[config.mk]
export PLATFORM = sky130hd
export DESIGN_NAME = ps2_host_tx
export DESIGN_NICKNAME = d
export VERILOG_FILES = /design/src/rtl/ps2_host_tx.sv
export SDC_FILE = /design/constraint.sdc
export NUM_CORES = 1
export LEC_CHECK = 0
export ABC_AREA = 1
export CAP_MARGIN = 20
export CORE_MARGIN = 1
export CORE_UTILIZATION = 30
export DETAILED_ROUTE_END_ITERATION = 10
export HOLD_SLACK_MARGIN = 0.15
export SLEW_MARGIN = 20
export SYNTH_ARGS = -nofsm -noshare
export SYNTH_HDL_FRONTEND = slang
export SYNTH_SLANG_ARGS = --single-unit
[constraint.sdc]
create_clock -name clk -period 4.64 [get_ports clk]
set_clock_uncertainty 0.2 [all_clocks]
set_input_delay 0.696 -clock clk [delete_from_list [all_inputs] [get_ports clk]]
set_output_delay 0.696 -clock clk [all_outputs]
set_load 0.1 [all_outputs]
[src/rtl/ps2_host_tx.sv]
// PS/2 host-to-device command transmitter: inhibits the bus, sends one framed byte
// on device-generated clocks, then samples the device acknowledge bit.
module ps2_host_tx #(
  parameter int INHIBIT_CYCLES       = 10000,
  parameter int SETUP_CYCLES         = 200,
  parameter int FILTER_LEN           = 8,
  parameter int FIRST_TIMEOUT_CYCLES = 1500000,
  parameter int BIT_TIMEOUT_CYCLES   = 200000
) (
  input  logic       clk,
  input  logic       rst,
  input  logic [7:0] tx_data,
  input  logic       tx_valid,
  output logic       tx_ready,
  input  logic       ps2_clk_in,
  input  logic       ps2_data_in,
  output logic       ps2_clk_oe,
  output logic       ps2_data_oe,
  output logic       busy,
  output logic       rx_inhibit,
  output logic       done,
  output logic       ack_ok,
  output logic       error,
  output logic [2:0] state_o
);

  // Handshake: a request is taken on any clock edge where tx_valid && tx_ready;
  // tx_ready is high only in IDLE, so at most one transaction is in flight.

  localparam int MAX_A = (INHIBIT_CYCLES > SETUP_CYCLES) ? INHIBIT_CYCLES : SETUP_CYCLES;
  localparam int MAX_B = (FIRST_TIMEOUT_CYCLES > BIT_TIMEOUT_CYCLES) ?
                         FIRST_TIMEOUT_CYCLES : BIT_TIMEOUT_CYCLES;
  localparam int MAX_C = (MAX_A > MAX_B) ? MAX_A : MAX_B;
  localparam int CNT_W = $clog2(MAX_C + 1);
  localparam int FLT_W = $clog2(FILTER_LEN + 1);

  localparam logic [CNT_W-1:0] INH_LAST  = CNT_W'(INHIBIT_CYCLES - 1);
  localparam logic [CNT_W-1:0] SET_LAST  = CNT_W'(SETUP_CYCLES - 1);
  localparam logic [CNT_W-1:0] FIRST_LIM = CNT_W'(FIRST_TIMEOUT_CYCLES);
  localparam logic [CNT_W-1:0] BIT_LIM   = CNT_W'(BIT_TIMEOUT_CYCLES);
  localparam logic [FLT_W-1:0] FLT_LAST  = FLT_W'(FILTER_LEN - 1);

  typedef enum logic [2:0] {
    S_IDLE, S_INHIBIT, S_REQ, S_SEND, S_ACK, S_WAIT_IDLE
  } state_t;

  state_t           state_q, state_d;
  logic [CNT_W-1:0] cnt_q, cnt_d;
  logic [3:0]       idx_q, idx_d;
  logic [9:0]       frame_q, frame_d;
  logic             data_oe_q, data_oe_d;
  logic             first_q, first_d;
  logic             ack_q, ack_d;

  logic [1:0]       clk_sync_q, data_sync_q;
  logic             filt_q;
  logic [FLT_W-1:0] flt_cnt_q;
  logic             clk_s, data_s, fe;

  logic             clk_oe_w, data_oe_w, done_w, err_w, fe_ok;
  logic [CNT_W-1:0] limit;

  assign clk_s  = clk_sync_q[1];
  assign data_s = data_sync_q[1];
  assign fe     = filt_q && !clk_s && (flt_cnt_q == FLT_LAST);

  // Synchronisers idle high so reset never looks like a bus edge.
  always_ff @(posedge clk or posedge rst) begin
    if (rst) begin
      clk_sync_q  <= 2'b11;
      data_sync_q <= 2'b11;
      filt_q      <= 1'b1;
      flt_cnt_q   <= '0;
    end else begin
      clk_sync_q  <= {clk_sync_q[0], ps2_clk_in};
      data_sync_q <= {data_sync_q[0], ps2_data_in};
      if (clk_s == filt_q) begin
        flt_cnt_q <= '0;
      end else if (flt_cnt_q == FLT_LAST) begin
        filt_q    <= clk_s;
        flt_cnt_q <= '0;
      end else begin
        flt_cnt_q <= flt_cnt_q + FLT_W'(1);
      end
    end
  end

  always_ff @(posedge clk or posedge rst) begin
    if (rst) begin
      state_q   <= S_IDLE;
      cnt_q     <= '0;
      idx_q     <= '0;
      frame_q   <= '0;
      data_oe_q <= 1'b0;
      first_q   <= 1'b0;
      ack_q     <= 1'b0;
    end else begin
      state_q   <= state_d;
      cnt_q     <= cnt_d;
      idx_q     <= idx_d;
      frame_q   <= frame_d;
      data_oe_q <= data_oe_d;
      first_q   <= first_d;
      ack_q     <= ack_d;
    end
  end

  always_comb begin
    state_d   = state_q;
    cnt_d     = cnt_q;
    idx_d     = idx_q;
    frame_d   = frame_q;
    data_oe_d = data_oe_q;
    first_d   = first_q;
    ack_d     = ack_q;
    clk_oe_w  = 1'b0;
    data_oe_w = 1'b0;
    done_w    = 1'b0;
    err_w     = 1'b0;
    fe_ok     = 1'b0;
    limit     = first_q ? FIRST_LIM : BIT_LIM;
    case (state_q)
      S_IDLE: begin
        data_oe_d = 1'b0;
        if (tx_valid) begin
          frame_d = {1'b1, ~^tx_data, tx_data};
          cnt_d   = '0;
          ack_d   = 1'b0;
          state_d = S_INHIBIT;
        end
      end
      S_INHIBIT: begin
        clk_oe_w = 1'b1;
        if (cnt_q == INH_LAST) begin
          cnt_d   = '0;
          state_d = S_REQ;
        end else begin
          cnt_d = cnt_q + CNT_W'(1);
        end
      end
      S_REQ: begin
        clk_oe_w  = 1'b1;
        data_oe_w = 1'b1;
        if (cnt_q == SET_LAST) begin
          cnt_d     = '0;
          idx_d     = '0;
          first_d   = 1'b1;
          data_oe_d = 1'b1;
          state_d   = S_SEND;
        end else begin
          cnt_d = cnt_q + CNT_W'(1);
        end
      end
      S_SEND: begin
        data_oe_w = data_oe_q;
        // The just-released clock may still be settling; ignore edges briefly.
        fe_ok = fe && !(first_q && (cnt_q < CNT_W'(2)));
        if (fe_ok) begin
          data_oe_d = ~frame_q[idx_q];
          idx_d     = idx_q + 4'd1;
          first_d   = 1'b0;
          cnt_d     = '0;
          if (idx_q == 4'd9) state_d = S_ACK;
        end else if (cnt_q == limit) begin
          err_w     = 1'b1;
          data_oe_w = 1'b0;
          data_oe_d = 1'b0;
          state_d   = S_IDLE;
        end else begin
          cnt_d = cnt_q + CNT_W'(1);
        end
      end
      S_ACK: begin
        if (fe) begin
          ack_d   = ~data_s;
          cnt_d   = '0;
          state_d = S_WAIT_IDLE;
        end else if (cnt_q == limit) begin
          err_w   = 1'b1;
          state_d = S_IDLE;
        end else begin
          cnt_d = cnt_q + CNT_W'(1);
        end
      end
      S_WAIT_IDLE: begin
        if (filt_q && data_s) begin
          done_w  = 1'b1;
          state_d = S_IDLE;
        end
      end
      default: state_d = S_IDLE;
    endcase
  end

  assign tx_ready    = (state_q == S_IDLE);
  assign busy        = (state_q != S_IDLE) && !done_w && !err_w;
  assign rx_inhibit  = busy;
  assign done        = done_w;
  assign ack_ok      = done_w && ack_q;
  assign error       = err_w;
  assign ps2_clk_oe  = clk_oe_w;
  assign ps2_data_oe = data_oe_w;
  assign state_o     = state_q;

endmodule

# Yosys cells after proc, flatten, opt, wreduce, memory -nomap -nowiden
# Cells that the tools add are included.
# W data, S select, Z words.
dict set report classes {
  addsub 3
  magnitude_cmp 2
  n_eq_ne 18
  n_mux 42
  bitwise_logic 3
  reduce_logical 27
}
# cell count
set ops {}
lappend ops {{$mux W21} 7}
lappend ops {{$pmux W21 S5} 1}
lappend ops {{$mux W3} 8}
lappend ops {{$add A21 B1 Y21 const B} 1}
lappend ops {{$eq A21 B14 Y1 const B} 1}
lappend ops {{$eq A21 B21 Y1} 1}
lappend ops {{$eq A21 B8 Y1 const B} 1}
lappend ops {{$lt A21 B2 Y1 const B} 1}
lappend ops {{$pmux W3 S6} 1}
lappend ops {{$mux W4} 4}
lappend ops {{$mux W1} 14}
lappend ops {{$ne A2 B2 Y1 const B} 6}
lappend ops {{$add A4 B1 Y4 const B} 2}
lappend ops {{$logic_and A1 B1 Y1} 8}
lappend ops {{$pmux W1 S2} 4}
lappend ops {{$pmux W4 S2} 1}
lappend ops {{$reduce_and A2 Y1} 4}
lappend ops {{$reduce_xnor A8 Y1} 1}
lappend ops {{$eq A3 B2 Y1 const B} 2}
lappend ops {{$eq A3 B3 Y1 const B} 2}
lappend ops {{$reduce_and A3 Y1} 2}
lappend ops {{$reduce_bool A3 Y1} 2}
lappend ops {{$lt A4 B5 Y1 const B} 1}
lappend ops {{$reduce_and A5 Y1} 1}
lappend ops {{13 further kinds} 19}
dict set report word_totals {
  ff_bits 50
  inputBits 13
  elab_cells 106
}

# Logic depth before layout (Yosys ltp)
# Gate-level depths: netlist (run 1).
dict set report logic_depth {
  ltp_word 8
  depth_mapped 13
  mapped_depth_nobuf 13
}

# Worst setup path after synthesis (run 1)
# No wires, ideal clock.
dict set report synth_timing {
  path_type {register to output}
  start {register state_q[1] (netlist: state_o[1])}
  end {output rx_inhibit}
  arrival_time_ps 4764
  required_time_ps 3744
  path_slack_ps -1020
  stages_incl_launch_ff 7
  path_buffers 1
  cell_sequence {dfrtp_1 > inv_1 > nor3_4 > nand2_1 > a21oi_1 > nor2_1 > buf_4}
}
# element line
set synth_lines {}
lappend synth_lines {{start: declaration} 47} ;# state_t state_q, state_d;
lappend synth_lines {{start signal: assignment} 98} ;# state_q <= state_d;
lappend synth_lines {{$eq A3 B3 Y1 / $eq A3 B2 Y1 (equally long branches)} 122} ;# case (state_q)
lappend synth_lines {{$pmux W1 S2 (*)} 122}
lappend synth_lines {{net error} 23} ;# output logic error,
lappend synth_lines {{$logic_not A1 Y1 (*)} 196} ;# assign busy = (state_q != S_IDLE) && !done_w && !err_w;
lappend synth_lines {{$logic_and A1 B1 Y1 (*)} 196}
lappend synth_lines {{end: declaration} 20} ;# output logic rx_inhibit,
# The timed path passes the listed nets; every way through them passes the cells marked *.

# Final worst setup path (run 1)
dict set report layout_timing {
  start {register state_q[1] (netlist: state_o[1])}
  end {output ps2_clk_oe}
}
dict set report layout_via {
  elab_chain_cells 3
}
# element line
set layout_rtl {}
lappend layout_rtl {{$eq A3 B2 Y1 / $eq A3 B1 Y1 (equally long branches)} 122}
lappend layout_rtl {{$reduce_or A2 Y1 (no line) (*)} -}
lappend layout_rtl {{$mux W1 (*)} 122}
lappend layout_rtl {{end: declaration} 17} ;# output logic ps2_clk_oe,
# Mark *: on every way between the ends. The rest lies on a longest branch, timed or not.

==> impl_metrics.ini, run 1 <==
[synthesis]
synth_xor_area_frac = 0.0477
yosysMostFrequentCell = nand2_1
syn_area_um2 = 3490
synthAdderAreaFrac = 0.0215
yosysSeqAreaShare = 0.361
yosysTopAreaCell = dfrtp_1
ys_ff_latch = 50
netlist-cell-type-count = 30
synth_top_family_by_area = simple AND/OR/NAND/NOR gates
synth_compound_area_frac = 0.0951
yosys-top-cells-count = nand2_1, inv_1, nor2_1
synth_top_area_frac = 0.323
ys_warn_count = 0
synth_mux_area_frac = 0
synth_nets = 532
avgSynthCellArea_um2 = 6.80
synth-edff-count = 0
ys_async_sr_fraction = 1.00
synth-main-ff-cell = dfrtp_1
synthTopCellsByArea = dfrtp_1, nand2_1, inv_1
synth_cells = 513
yosys.area_share.simple = 0.366

[pwr]
clock_power_share = 0.224
p_leak_uw = 0.00191
switchingPower_uw = 887
p_comb_frac = 0.471
power.internal_uw = 990
power_density_nw_per_um2 = 475
p_seq_frac = 0.305
irDropWorstVdd_v = 0.000334
switching_share = 0.473

[critical_path]
critPathRequiredTime_ps = 3740
critPathMaxFanout = 7
r2r_start = state_o[0]$_DFFE_PP0P_
cp_top_family = buffers and inverters
critical_path_depth = 5
critPathBufInv = 3
crit_type = reg2out
rr_worst_depth = 6
slowest_delay_ps = 1130
cpMostUsedCell = inv_1
cp-end-kind = output port
cp.arrival_ps = 2500
path_cells = inv_1 -> nor3_1 -> inv_1 -> nand2_1 -> clkdlybuf4s50_1
r2r_end = cnt_q[14]$_DFFE_PP0P_
slowest_stage = clkdlybuf4s50_1
r2r_slack_ps = 2320
cp-start-kind = flip-flop

[global_route]
grt_pass1_vias = 3087
grt_max_degree = 51
gr-usage-all-layers = 0.156
grt_pass1_wl_mm = 14.5
grt_remaining_overflow = 0
antenna_found_initial = 0

[layout]
drive_gt1_frac = 0.0797
final_net_count = 545
fillers = 1175
n_antenna_cell = 0
final_cell_area_um2 = 3960
area.growth.synth_to_final_pct = 13.5
utilization = 0.357

[cts]
cts_max_level = 2
cts_root_buf = clkbuf_16
post-cts-setup-buffer-count = 0
clock_path_buffers = 2
numCtsBuffers = 5
cts.sinks = 50
clk_pin_slew_ps = 70
postCtsHoldBufs = 0
clk_latency_ps = 290
cts_tree = built
ctsResizeCount = 0

[worst_hold_path]
hp-start = data_sync_q[0]$_DFF_PP1_
whs_endpoint = data_sync_q[1]$_DFF_PP1_
hp-class = reg2reg
hold-path-cell-count = 0

[detailed_routing]
drt-pass1-iter-count = 5
wl_mm = 8.57
vias = 3272
postRouteAntennaNets = 0
vias_per_cell = 4.91
wl_per_cell_um = 12.9
drt-initial-drc-count = 191
drt_drc_violations_left = 0

[placement]
preCtsSetupSlack_ps = 1550
place_hpwl_mm = 6.19
port_buffers = 23
gp_congestion = 0.881
place_area_um2 = 3790

[floorplanning]
rows = 38
io_pins = 24
die-area_um2 = 12100
die_w_um = 110
start_util = 0.315
die_height_um = 110
core_area_um2 = 11100

[timing]
setup_violations = 0
timing.fmax_ghz = 0.294
period_minus_slack_ps = 3400
worst_slack_ps = 1240
rsz0062_at_grt = no
relSlewSlack = 0.344
final_hold_viol_count = 0
tightest_slew_ps = 982
slew_viol_final = 0
finalCritPeriodShare = 0.732

[job]
maxCapViolations = 0

[run_status]
outcome = finished, final reports clean
==> power by group through the flow <==
stage                     Sequential, uW  Clock (uW)  Combinational (uW)
after detailed placement             580           0                 886
after global routing                 583         457                 963
after floorplan                      629           0                 660
final                                572         421                 885
after global placement               576           0                 881
after CTS                            572         436                 889
==> through the flow <==
stage          TNS [ps]  instances  power (uW)  hold slack [ps]
4_1_cts               0        667        1900              159
3_5_place_dp          0        659        1470              149
5_1_grt               0        667        2000              162
3_3_place_gp          0        659        1460              146
2_1_floorplan      -132        513        1290              145
6_report              0        667        1880              158
==> cell families (layout without fill, tap and decap cells) <==
kind of cell / count (synthesis) / count (layout)
compound gates: 54 / 54
xor+xnor: 19 / 19
fa+ha+maj: 6 / 6
buf+inv: 91 / 105
flops: 50 / 50
simple gates: 293 / 293
==> cell usage in the layout (no fill, tap or decap) <==
cell / Yosys / routed
xnor2_1: 9 / 9
clkdlybuf4s50_1: 0 / 19
nand4_1: 7 / 7
a21oi_2: 0 / 1
nor2_2: 5 / 6
nand3_1: 50 / 50
o21ai_2: 1 / 1
inv_2: 3 / 4
o211ai_1: 19 / 19
o21ai_0: 13 / 13
ha_1: 6 / 6
buf_4: 3 / 5
nor4_1: 2 / 2
nand3_2: 2 / 2
dfstp_2: 5 / 5
nor3_1: 7 / 7
nor2_4: 3 / 3
nor2_1: 60 / 59
xor2_1: 10 / 10
nand2_1: 148 / 148
o31ai_1: 1 / 1
dfrtp_1: 45 / 45
nand2_2: 7 / 7
a21oi_1: 15 / 14
clkinvlp_4: 0 / 1
bufinv_16: 0 / 1
clkbuf_16: 0 / 5
clkbuf_1: 3 / 1
o21ai_1: 3 / 3
o2111ai_1: 2 / 2
inv_1: 70 / 69
nand3b_1: 1 / 1
nor3_4: 1 / 1
==> layout make-up <==
cell class                 count  area [um^2]  area share
multi-input combinational    372         1850       0.469
sequential                    50         1260       0.318
inverter                      73          274      0.0693
timing repair buffer          24          228      0.0576
tap                          140          175      0.0443
clock buffer                   6          129      0.0326
clock inverter                 2         37.5     0.00949
==> flip-flops by register name (all words and copies together) (netlist names) <==
register / flops
clk_sync_q: 2
idx_q: 4
data_oe_q: 1
filt_q: 1
first_q: 1
state_o: 3
ack_q: 1
frame_q: 10
cnt_q: 21
data_sync_q: 2
flt_cnt_q: 4
==> worst max-delay path by stage <==
stage / startpoint / endpoint
final: state_o[1]$_DFFE_PP0P_ / ps2_clk_oe
after global placement: state_o[2]$_DFFE_PP0P_ / ps2_clk_oe
after global routing: state_o[1]$_DFFE_PP0P_ / ps2_clk_oe
after CTS: state_o[1]$_DFFE_PP0P_ / ack_ok
after floorplan: state_o[1]$_DFFE_PP0P_ / rx_inhibit
after detailed placement: state_o[1]$_DFFE_PP0P_ / ps2_clk_oe
==> routing by layer <==
metal	up-vias	global-route usage	part of all wire
li1	1654	-	-
met1	1514	0.202	0.46
met2	91	0.258	0.47
met3	13	0.0202	0.048
met4	0	0.0657	0.017
met5	-	0	0
Note: power is estimated with default switching activity, not from simulation.
==> run 2, diff against run 1 <==
==> constraint.sdc (replaced) <==
create_clock -name clk -period 3.55 [get_ports clk]
set_clock_uncertainty 0.2 [all_clocks]
set_input_delay 0.5325 -clock clk [delete_from_list [all_inputs] [get_ports clk]]
set_output_delay 0.5325 -clock clk [all_outputs]
set_load 0.1 [all_outputs]
==> run 2 against run 1 <==
  * Clock power increased by 31%
  * Flip-flop and latch count unchanged
  * Worst setup slack got worse by 740 ps
  * Non-clock buffer count increased by 1
  * Die area unchanged
  * Critical path type unchanged
==> impl_metrics.ini, run 2 (synthesis results as in run 1) <==
[global_route]
antenna_found_initial = 0
grt_pass1_wl_mm = 14.5
grt_remaining_overflow = 0
grt_pass1_vias = 3049
gr-usage-all-layers = 0.153
grt_max_degree = 51

[timing]
period_minus_slack_ps = 3050
tightest_slew_ps = 972
fin_tns_setup_ps = 0
setup_violations = 0
final_hold_viol_count = 0
slew_viol_final = 0
finalCritPeriodShare = 0.858
relSlewSlack = 0.350
timing.fmax_ghz = 0.328
holdWs_ps = 159
rsz0062_at_grt = no

[job]
maxCapViolations = 0

[floorplanning]
core_area_um2 = 11100
die_w_um = 110
die_height_um = 110
start_util = 0.315
io_pins = 24
rows = 38
die-area_um2 = 12100

[detailed_routing]
wl_mm = 8.34
drt-pass1-iter-count = 4
wl_per_cell_um = 12.5
drt-initial-drc-count = 215
postRouteAntennaNets = 0
vias = 3215
drt_drc_violations_left = 0
vias_per_cell = 4.81

[pwr]
power_density_nw_per_um2 = 615
irDropWorstVdd_v = 0.000435
p_leak_uw = 0.00192

[critical_path]
slowest_delay_ps = 370
cp-end-kind = output port
cp-start-kind = flip-flop
critPathRequiredTime_ps = 2820
cp.arrival_ps = 2310
critPathMaxFanout = 12
path_cells = ha_1 -> nand2_1 -> inv_1 -> nand2_1 -> nor2_2 -> inv_1 -> nand2_1 -> a21oi_4 -> nor2_4 -> buf_4
crit_type = reg2out
cpMostUsedCell = nand2_1
slowest_stage = dfrtp_1

[layout]
fillers = 1192
registers.top_by_ff_count = cnt_q
final_net_count = 546
final_cell_area_um2 = 3990
n_antenna_cell = 0
area.growth.synth_to_final_pct = 14.4
final_common_cell = nand2_1
largest_reg_flops = 21
reg_top3 = cnt_q x21, frame_q x10
drive_gt1_frac = 0.100
layout_common_cells = nand2_1, inv_1, nor2_1

[placement]
port_buffers = 23
place_area_um2 = 3820
place_hpwl_mm = 6.09
gp_congestion = 0.880

[cts]
clk_latency_ps = 290
numCtsBuffers = 5
cts_tree = built
postCtsHoldBufs = 0
cts.sinks = 50
ctsResizeCount = 0
cts_root_buf = clkbuf_16
clock_path_buffers = 2
cts_max_level = 2
clk_pin_slew_ps = 70
post-cts-setup-buffer-count = 0

[run_status]
outcome = finished, final reports clean

[worst_hold_path]
hp-class = reg2reg
-- run 2: cell types whose count changed in the layout (fill, tap and decap cells not counted), sizes merged --
cell / previous run / this run
buf: 5 / 11
clkdlybuf4s50: 19 / 14
-- run 2: where the power goes --
group          switching (uW)  leakage [uW]  internal, uW
registers                70.9      0.000633           678
clock network             220     0.0000771           333
logic                     867       0.00121           285
-- run 2: metrics by stage --
stage | instances | total power (uW) | util | worst slack [ps]
after floorplan | 513 | 1700 | - | 22.8
after global placement | 660 | 1910 | 0.345 | 874
after CTS | 668 | 2480 | 0.360 | 506
after detailed placement | 660 | 1920 | 0.345 | 827
after global routing | 668 | 2630 | 0.360 | 305
final | 668 | 2450 | 0.360 | 504
-- run 2: worst max-delay path: cells and delay by family, from the launching register on --
family,cells,cell delay [ps]
simple gates,5,730
buf+inv,3,650
flops,1,370
fa+ha+maj,1,160
compound gates,1,100
-- run 2: area by class of cell --
cell class	instances	area [um^2]	area share
Clock inverter	2	37.5	0.00941
Timing Repair Buffer	25	235	0.0590
Sequential cell	50	1260	0.316
Tap cell	140	175	0.0439
Inverter	73	274	0.0687
Clock buffer	6	129	0.0323
Multi-Input combinational cell	372	1880	0.471
-- run 2: final timing paths --
kind | startpoint | end | slack [ps] | depth (start not counted)
worst max register to register | flt_cnt_q[0]$_DFF_PP0_ | cnt_q[6]$_DFFE_PP0P_ | 1260 | 10
max in group asynchronous | rst | state_o[1]$_DFFE_PP0P_ | 2150 | 3
min in group asynchronous | rst | cnt_q[0]$_DFFE_PP0P_ | 530 | 3
worst min register to register | clk_sync_q[0]$_DFF_PP1_ | clk_sync_q[1]$_DFF_PP1_ | 160 | 0
worst min-delay path | clk_sync_q[0]$_DFF_PP1_ | clk_sync_q[1]$_DFF_PP1_ | 160 | 0
worst max-delay path | flt_cnt_q[0]$_DFF_PP0_ | busy | 500 | 10
-- run 2: routing by layer --
metal	GRT usage	wire, um	vias to the layer above
li1	-	-	1655
met1	0.205	3980	1491
met2	0.257	3830	63
met3	0.0207	430	6
met4	0.0419	94	0
met5	0	0	-
==> run 3, diff against run 2 <==
--- a/config.mk
+++ b/config.mk
@@ -6,11 +6,13 @@
 export NUM_CORES = 1
 export LEC_CHECK = 0
 export ABC_AREA = 1
-export CAP_MARGIN = 20
+export CELL_PAD_IN_SITES_DETAIL_PLACEMENT = 1
+export CELL_PAD_IN_SITES_GLOBAL_PLACEMENT = 1
 export CORE_MARGIN = 1
 export CORE_UTILIZATION = 30
 export DETAILED_ROUTE_END_ITERATION = 10
 export HOLD_SLACK_MARGIN = 0.15
+export PLACE_DENSITY_LB_ADDON = 0.1
 export SLEW_MARGIN = 20
 export SYNTH_ARGS = -nofsm -noshare
 export SYNTH_HDL_FRONTEND = slang
==> run 3 against run 2 <==
  * Wire length up 22%
  * Sequential power up 0.5%
  * Clock power up 0.9%
  * Flip-flop and latch count unchanged
  * Critical path depth unchanged
  * Count of clock-buffer cells in the layout up 1
  * Via count up 2.1%
  * Sequential share of layout area down 0.089 points
  * Critical endpoint unchanged
==> impl_metrics.ini, run 3 (synthesis results as in run 1) <==
[run_status]
outcome = finished, final reports clean

[cts]
numCtsBuffers = 5
cts.sinks = 50
clk_pin_slew_ps = 70
cts_max_level = 2
cts_tree = built
clock_path_buffers = 2
postCtsHoldBufs = 0
clk_latency_ps = 300
post-cts-setup-buffer-count = 0
ctsResizeCount = 0
cts_root_buf = clkbuf_16

[detailed_routing]
postRouteAntennaNets = 0
wl_mm = 10.2
wl_per_cell_um = 15.2
drt-initial-drc-count = 97
vias = 3281
vias_per_cell = 4.90
drt_drc_violations_left = 0
drt-pass1-iter-count = 4

[critical_path]
slowest_stage = dfrtp_1
crit_type = reg2out
r2r_slack_ps = 1180
r2r_start = flt_cnt_q[0]$_DFF_PP0_
critPathMaxFanout = 12
cp.arrival_ps = 2390
slowest_delay_ps = 400
r2r_end = cnt_q[6]$_DFFE_PP0P_
rr_worst_depth = 10
path_cells = ha_1 -> nand2_1 -> inv_1 -> nand2_1 -> nor2_2 -> inv_1 -> nand2_1 -> a21oi_4 -> nor2_4 -> buf_4
cpMostUsedCell = nand2_1
cp-end-kind = output port
cp-start-kind = flip-flop
critPathRequiredTime_ps = 2820

[timing]
timing.fmax_ghz = 0.321
finalCritPeriodShare = 0.878
fin_tns_setup_ps = 0
relSlewSlack = 0.356
final_hold_viol_count = 0
setup_violations = 0
slew_viol_final = 0
rsz0062_at_grt = no
tightest_slew_ps = 963
period_minus_slack_ps = 3120

[layout]
reg_top3 = cnt_q x21, frame_q x10
layout_common_cells = nand2_1, inv_1, nor2_1
drive_gt1_frac = 0.102
final_common_cell = nand2_1
fillers = 1408
final_cell_area_um2 = 4000
largest_reg_flops = 21
area.growth.synth_to_final_pct = 14.8
registers.top_by_ff_count = cnt_q
n_antenna_cell = 0
final_net_count = 548

[placement]
gp_congestion = 0.840
port_buffers = 23
place_hpwl_mm = 7.84
place_area_um2 = 3840

[pwr]
irDropWorstVdd_v = 0.000416
power_density_nw_per_um2 = 628
p_leak_uw = 0.00193

[floorplanning]
die_w_um = 110
rows = 38
die-area_um2 = 12100
core_area_um2 = 11100
start_util = 0.315
io_pins = 24
die_height_um = 110

[worst_hold_path]
hold-path-cell-count = 0
hp-start = clk_sync_q[0]$_DFF_PP1_
whs_endpoint = clk_sync_q[1]$_DFF_PP1_
hp-class = reg2reg

[global_route]
grt_remaining_overflow = 0
antenna_found_initial = 0
grt_max_degree = 22
grt_pass1_wl_mm = 17.0
grt_pass1_vias = 3349
gr-usage-all-layers = 0.186

[job]
maxCapViolations = 0
run 3: changes by cell type in the layout (fill, tap and decap cells not counted), sizes merged:
cell      change
buf           +2
clkinvlp      -1
clkbuf        +1
run 3: cell type report:
| type | count | area, um^2 | area share |
|---|---|---|---|
| inverters | 73 | 274 | 0.0685 |
| repair buffers | 27 | 250 | 0.0626 |
| flip-flops and latches | 50 | 1260 | 0.315 |
| clock inverters | 1 | 30.0 | 0.00751 |
| clock buffers | 7 | 133 | 0.0332 |
| multi-input cells | 372 | 1880 | 0.469 |
| well taps | 140 | 175 | 0.0438 |
run 3: critical path, delay by kind of cell, from the launching register on:
| kind | cells | cell delay, ps |
|---|---|---|
| buf+inv | 3 | 660 |
| simple gates | 5 | 560 |
| compound gates | 1 | 280 |
| flops | 1 | 400 |
| fa+ha+maj | 1 | 210 |
run 3: worst max-delay path by stage:
stage	start	to	slack [ps]	cells past startpoint
floorplan	state_o[1]$_DFFE_PP0P_	ps2_data_oe	20	4
global placement	flt_cnt_q[0]$_DFF_PP0_	busy	780	10
detailed placement	flt_cnt_q[0]$_DFF_PP0_	busy	740	10
CTS	flt_cnt_q[0]$_DFF_PP0_	busy	410	10
global route	flt_cnt_q[0]$_DFF_PP0_	busy	270	10
finish	flt_cnt_q[0]$_DFF_PP0_	busy	430	10
run 3: per-layer routing:
metal / global-route usage / up-vias / part of all wire
met5: 0 / - / 0
met4: 0.0457 / 0 / 0.014
met3: 0.0296 / 11 / 0.025
met2: 0.304 / 33 / 0.45
met1: 0.255 / 1578 / 0.51
li1: - / 1659 / -
run 3: report_power, final:
| group | internal, uW | switching (uW) | total, uW | leakage, uW |
|---|---|---|---|---|
| Clock | 334 | 224 | 558 | 0.0000781 |
| Sequential | 678 | 74.6 | 753 | 0.000633 |
| Combinational | 292 | 910 | 1200 | 0.00122 |
run 3: stage by stage:
step	util	power [uW]	setup slack [ps]	hold WS, ps	std cells
after floorplan	-	1700	22.8	145	513
after global placement	0.346	1950	780	147	662
after detailed placement	0.346	1980	741	147	662
after CTS	0.361	2550	412	158	670
after global routing	0.361	2680	274	162	670
final	0.361	2510	432	156	670
==> RTL edit 1, RTL diff (flow settings as in run 3) <==
Change the parameter `FILTER_LEN` from 8 to 16.
--- a/src/rtl/ps2_host_tx.sv
+++ b/src/rtl/ps2_host_tx.sv
@@ -3,7 +3,7 @@
 module ps2_host_tx #(
   parameter int INHIBIT_CYCLES       = 10000,
   parameter int SETUP_CYCLES         = 200,
-  parameter int FILTER_LEN           = 8,
+  parameter int FILTER_LEN           = 16,
   parameter int FIRST_TIMEOUT_CYCLES = 1500000,
   parameter int BIT_TIMEOUT_CYCLES   = 200000
 ) (
Formal check against the unedited RTL: no difference found for any inputs over 10 cycles, from zero or initial values and one cycle with rst high; that may be too few to reach the edited logic, so the function may still have changed.
==> RTL edit 1 against run 3 <==
  * Sequential cell count grew 1
  * Cell count did not move
  * Routed wire length rose by 1.2%
  * Cell area increased by 0.88%
  * Setup slack better by 0.11 ns
  * Register-to-register slack improved by 0.26 ns
  * Synthesized area rose by 1.9%
Power is not compared: it rests on default switching activity, and its combinational part moved more than twofold at a synthesized area within 25%.
==> RTL edit 1: results (changes against run 3) <==
Status
  – Run status: finished, final reports clean

Setup path
  – Worst setup path end: busy
  – Delay-heaviest family, CP: simple AND/OR/NAND/NOR gates
  – Slowest CP cell: dfrtp_1
  – Max Fanout on Critical Path: 10 (-2)
  – RR Endpoint: cnt_q[3]$_DFFE_PP0P_
  – Worst EP arrival: 2.28 ns (-0.11 ns)
  – R2r startpoint: state_o[2]$_DFFE_PP0P_
  – Reg2reg setup slack: 1.44 ns (+0.26 ns)
  – R2R cell count: 7 (-3)
  – Slowest Stage Delay on Critical Path: 0.37 ns (-0.03 ns)
  – Source of the critical timing path: flt_cnt_q[0]$_DFF_PP0_

Hold path
  – WHS Endpoint: data_sync_q[1]$_DFF_PP1_
  – Hold Crit Start: data_sync_q[0]$_DFF_PP1_
  – Hold Path Depth: 0 (unchanged)

Synthesis
  – Yosys Warn Count: 0 (unchanged)
  – Ranking of synthesized cells by area: dfrtp_1 (32%), nand2_1 (15%), nand3_1 (7.3%), nor2_1 (6.7%), inv_1 (5.1%)
  – Compound-cell area share of the yosys netlist: 8.982% (-0.53 points)
  – Net Count, Synth: 524 (-1.5%)
  – Mean area per synthesized cell: 7.034 um2 (+3.5%)
  – Most frequent cells after synthesis: nand2_1 (142), nor2_1 (63), nand3_1 (52)
  – Seq/Total Area, Yosys: 36.10% (about the same)
  – Post-Synth XOR/XNOR Area: 5.143% (+0.37 points)
  – Ys async rst share: 100.0% (unchanged)
  – Post-synthesis mux area share: 0.3170% (+0.32 points)
  – Main flop type after synthesis: dfrtp_1
  – Synth cell types: 37 (+23%)
  – Post-synthesis adder-cell area fraction: 2.113% (-0.040 points)

Pwr
  – Reported leakage power: between 0.0015 and 0.002 uW
  – Power Internal: around 960 uW

Timing
  – Least-Margin Pin Slew: 0.9687 ns (+0.005482 ns)
  – Final min period: 3.010 ns (-0.1079 ns)
  – Min Hold Slack: 0.1587 ns (+0.003022 ns)

Place
  – HPWL Detailed: 7.871 mm (+0.46%)
  – Gpl congestion: 0.8341 (-0.74%)
  – Port bufs: 23 (unchanged)
  – Placed cells: 662 (unchanged)
  – Pre-CTS setup slack: 0.8395 ns (+0.09799 ns)

Global route
  – Vias in the first global route: 3473 (+3.7%)
  – Initial antenna violation count: 0 (unchanged)
  – Largest net degree at the start of global routing: 30 (+36%)
  – GRT Util Overall: 17.79% (-0.83 points)
  – First-pass GRT wire length: 17.33 mm (+2.1%)

Final layout
  – Layout cell share with drive strength beyond 1: 13.28% (+3.1 points)
  – Finished Layout Cells: 670 (unchanged)
  – Biggest regs: cnt_q x21, frame_q x10, flt_cnt_q x5
  – Layout Nets: 545 (-0.55%)

CTS
  – Max clock buf depth: 2 (unchanged)
  – PostCTS Resize Cnt: 0 (unchanged)
  – Total setup buffers inserted after CTS: 0 (unchanged)
  – Clk Latency, worst-skew pair: approximately 0.31 ns
  – Clock Tree Root: clkbuf_16
  – Total CTS buffers: 5 (unchanged)

Drt
  – Drt pass-1 iters: 4 (unchanged)
  – Wirelength per Cell: 15.37 um (+1.2%)
  – Avg Vias per Cell: 4.946 (+1.0%)
  – DR iter-0 viols: 122 (+26%)
-- RTL edit 1: cell types whose count changed after synthesis, sizes merged, moves of 3 or more --
cell / run 3 / this run
a21oi: 15 / 10
buf: 15 / 11
inv: 73 / 56
nand3b: 1 / 4
nand4: 7 / 11
nor2: 68 / 74
nor3: 8 / 5
o211ai: 19 / 10
o21ai: 17 / 25
o21bai: 0 / 3
-- RTL edit 1: through the flow --
stage | power (uW) | instance area (um2)
final | 1304 | 4035
after global routing | 1368 | 4035
after CTS | 1334 | 4035
after detailed placement | 788.6 | 3880
after global placement | 782.9 | 3880
after floorplan | 741.0 | 3560
-- RTL edit 1: cell type report --
type	count	area (um2)
flip-flops and latches	51	1286
multi-input cells	384	1957
repair buffers	28	247.7
fillers	1441	7432
well taps	143	178.9
inverters	56	210.2
clock buffers	6	138.9
clock inverters	2	16.27
-- RTL edit 1: logic make-up (layout without fill, tap and decap cells) --
family / Yosys count / count (layout)
compound gates: 53 / 53
xor+xnor: 20 / 20
fa+ha+maj: 6 / 6
buf+inv: 70 / 92
flops: 51 / 51
mux: 1 / 1
simple gates: 304 / 304
-- RTL edit 1: power groups by stage --
stage	sequential [uW]	combinational (uW)	clock [uW]
floorplan	647	94.2	0
global placement	652	131	0
detailed placement	653	135	0
CTS	642	135	556
global route	647	151	570
finish	642	131	531
-- RTL edit 1: layer usage --
metal	global-route usage [%]	vias up	part of all wire [%]	wire, um
li1	-	1666	-	-
met3	3.116	8	3.1	321
met5	0	-	0	0
met2	28.90	36	46	4714
met4	5.422	0	1.2	125
met1	24.05	1604	50	5135
==> RTL edit 2, RTL diff (settings of run 3) <==
Without the edit above. Put a register stage on the output `error`, with the module's reset. The value now appears one clock later. The other outputs are not delayed to match.
--- a/src/rtl/ps2_host_tx.sv
+++ b/src/rtl/ps2_host_tx.sv
@@ -197,7 +197,13 @@
   assign rx_inhibit  = busy;
   assign done        = done_w;
   assign ack_ok      = done_w && ack_q;
-  assign error       = err_w;
+  always_ff @(posedge clk or posedge rst) begin
+    if (rst) begin
+      error <= '0;
+    end else begin
+      error <= err_w;
+    end
+  end
   assign ps2_clk_oe  = clk_oe_w;
   assign ps2_data_oe = data_oe_w;
   assign state_o     = state_q;
Check against the original RTL: no difference found for any inputs over 10 cycles, from zero or initial values and one cycle with rst high; that may be too few to reach the edited logic, so the function may still have changed.
==> RTL edit 2 against run 3 <==
  * The run now ends with DRC left
  * Setup slack gained 0.026 ns
  * Clock power is 5.9% lower
  * Sequential cell count up 1
  * Cell area rose by 3.6%
  * Power rose by 2.4%
  * Routed wire length increased by 5.1%
  * First-iteration DRC count grew 32%
  * Count of clock-buffer cells in the layout fell by 1
  * Synthesized area increased by 4.6%
==> RTL edit 2: results (changes against run 3) <==
Global route
  – Largest net degree at the start of global routing: 25 (+14%)
  – GRT Util Overall: 17.98% (-0.64 points)
  – Initial antenna violation count: 0 (unchanged)
  – First-pass GRT wire length: 17.62 mm (+3.8%)
  – Vias in the first global route: 3431 (+2.4%)

Pwr
  – Part of the power in registers: 29.9% (about the same)
  – Reported leakage power: 0.001991 uW (+3.0%)
  – Max VDD drop: 310.1 uV (-25%)
  – Logic pwr share: 49.7% (+1.9 points)
  – Power Internal: 1319 uW (+1.2%)

Place
  – Gpl congestion: 0.8823 (+5.0%)
  – HPWL Detailed: 8.268 mm (+5.5%)
  – Port bufs: 23 (unchanged)

Hold path
  – WHS Endpoint: clk_sync_q[1]$_DFF_PP1_
  – Hold Crit Class: reg2reg
  – Hold Path Depth: 0 (unchanged)
  – Hold Crit Start: clk_sync_q[0]$_DFF_PP1_

Final layout
  – Antenna cells: 0 (unchanged)
  – Layout Nets: 560 (+2.2%)
  – Biggest regs: cnt_q x21, frame_q x10
  – Layout cell share with drive strength beyond 1: 12.55% (+2.4 points)

CTS
  – Clk slew on worst S/H paths: 0.07 ns (about the same)
  – PostCTS Resize Cnt: 0 (unchanged)
  – Clock Tree Root: clkbuf_16
  – Htree depth: 2 (unchanged)
  – Total CTS buffers: 5 (unchanged)
  – Clk Latency, worst-skew pair: 0.30 ns (about the same)
  – Max clock buf depth: 2 (unchanged)

Status
  – Failing checks: DRC
  – Run status: finished with violations

Setup path
  – R2r startpoint: cnt_q[1]$_DFFE_PP0P_
  – R2R cell count: 10 (unchanged)
  – Slowest CP cell: dfrtp_1
  – Slowest Stage Delay on Critical Path: 0.44 ns (+0.04 ns)
  – Reg2reg setup slack: 1.44 ns (+0.26 ns)
  – Max Fanout on Critical Path: 14 (+2)
  – Worst EP arrival: 2.36 ns (-0.03 ns)
  – Delay-heaviest family, CP: simple AND/OR/NAND/NOR gates
  – RR Endpoint: cnt_q[3]$_DFFE_PP0P_

Synthesis
  – Synth cell types: 39 (+30%)
  – Post-Synth XOR/XNOR Area: 4.806% (+0.032 points)
  – Main flop type after synthesis: dfrtp_1
  – Compound-cell area share of the yosys netlist: 7.964% (-1.5 points)
  – Post-synth top area share: 31.58% (-0.72 points)
  – Ys async rst share: 100.0% (unchanged)
  – Seq/Total Area, Yosys: 35.19% (-0.89 points)
  – Net Count, Synth: 541 (+1.7%)
  – Most frequent cells after synthesis: nand2_1 (150), nor2_1 (74), inv_1 (63)
  – Post-synthesis adder-cell area fraction: 2.060% (-0.094 points)
  – Yosys Warn Count: 0 (unchanged)
  – Ranking of synthesized cells by area: dfrtp_1 (32%), nand2_1 (15%), nor2_1 (7.6%), inv_1 (6.5%), nand3_1 (6.0%)
  – Post-synthesis mux area share: 0% (unchanged)

Drt
  – Drt pass-1 iters: 7 (+3)
  – DR iter-0 viols: 128 (+32%)
  – Post-route DRC: 1 (+1)
  – Avg Vias per Cell: 4.866 (-0.64%)
  – Post-detailed-routing wire length: 10.69 mm (+5.1%)

Timing
  – Least-Margin Pin Slew: 0.9816 ns (+0.01846 ns)
==> RTL edit 2: final cells by class <==
cell class              count  area (um2)
clock buffers               6       138.9
multi-input cells         388        2002
inverters                  68       255.2
clock inverters             2       16.27
repair buffers             27       265.3
fillers                  1494        7471
flip-flops and latches     51        1286
well taps                 143       178.9
==> RTL edit 2: metal layers <==
| metal | track usage, % | share of wire, % |
|---|---|---|
| met1 | 24.11 | 49 |
| met2 | 29.94 | 47 |
| met3 | 2.592 | 2.4 |
| met4 | 5.600 | 1.6 |
| met5 | 0 | 0 |
==> RTL edit 2: worst max path at each step <==
stage / slack (ns) / startpoint / to / cells past startpoint
final: 0.46 / cnt_q[15]$_DFFE_PP0P_ / busy / 10
after global routing: 0.31 / flt_cnt_q[0]$_DFF_PP0_ / busy / 11
after CTS: 0.43 / cnt_q[15]$_DFFE_PP0P_ / busy / 10
after detailed placement: 0.77 / cnt_q[15]$_DFFE_PP0P_ / busy / 10
after global placement: 0.81 / cnt_q[15]$_DFFE_PP0P_ / rx_inhibit / 10
after floorplan: 0.05 / state_o[2]$_DFFE_PP0P_ / ps2_data_oe / 6
==> RTL edit 2: stage by stage <==
stage | std cells | instance area [um2] | hold WS, ns | setup slack (ns) | total power (uW)
after floorplan | 522 | 3661 | 0.1452 | 0.05324 | 1776
after global placement | 677 | 3988 | 0.1479 | 0.8143 | 2061
after detailed placement | 677 | 3988 | 0.1498 | 0.7722 | 2076
after CTS | 685 | 4143 | 0.1605 | 0.4288 | 2612
after global routing | 685 | 4143 | 0.1651 | 0.3068 | 2733
final | 685 | 4143 | 0.1580 | 0.4584 | 2572
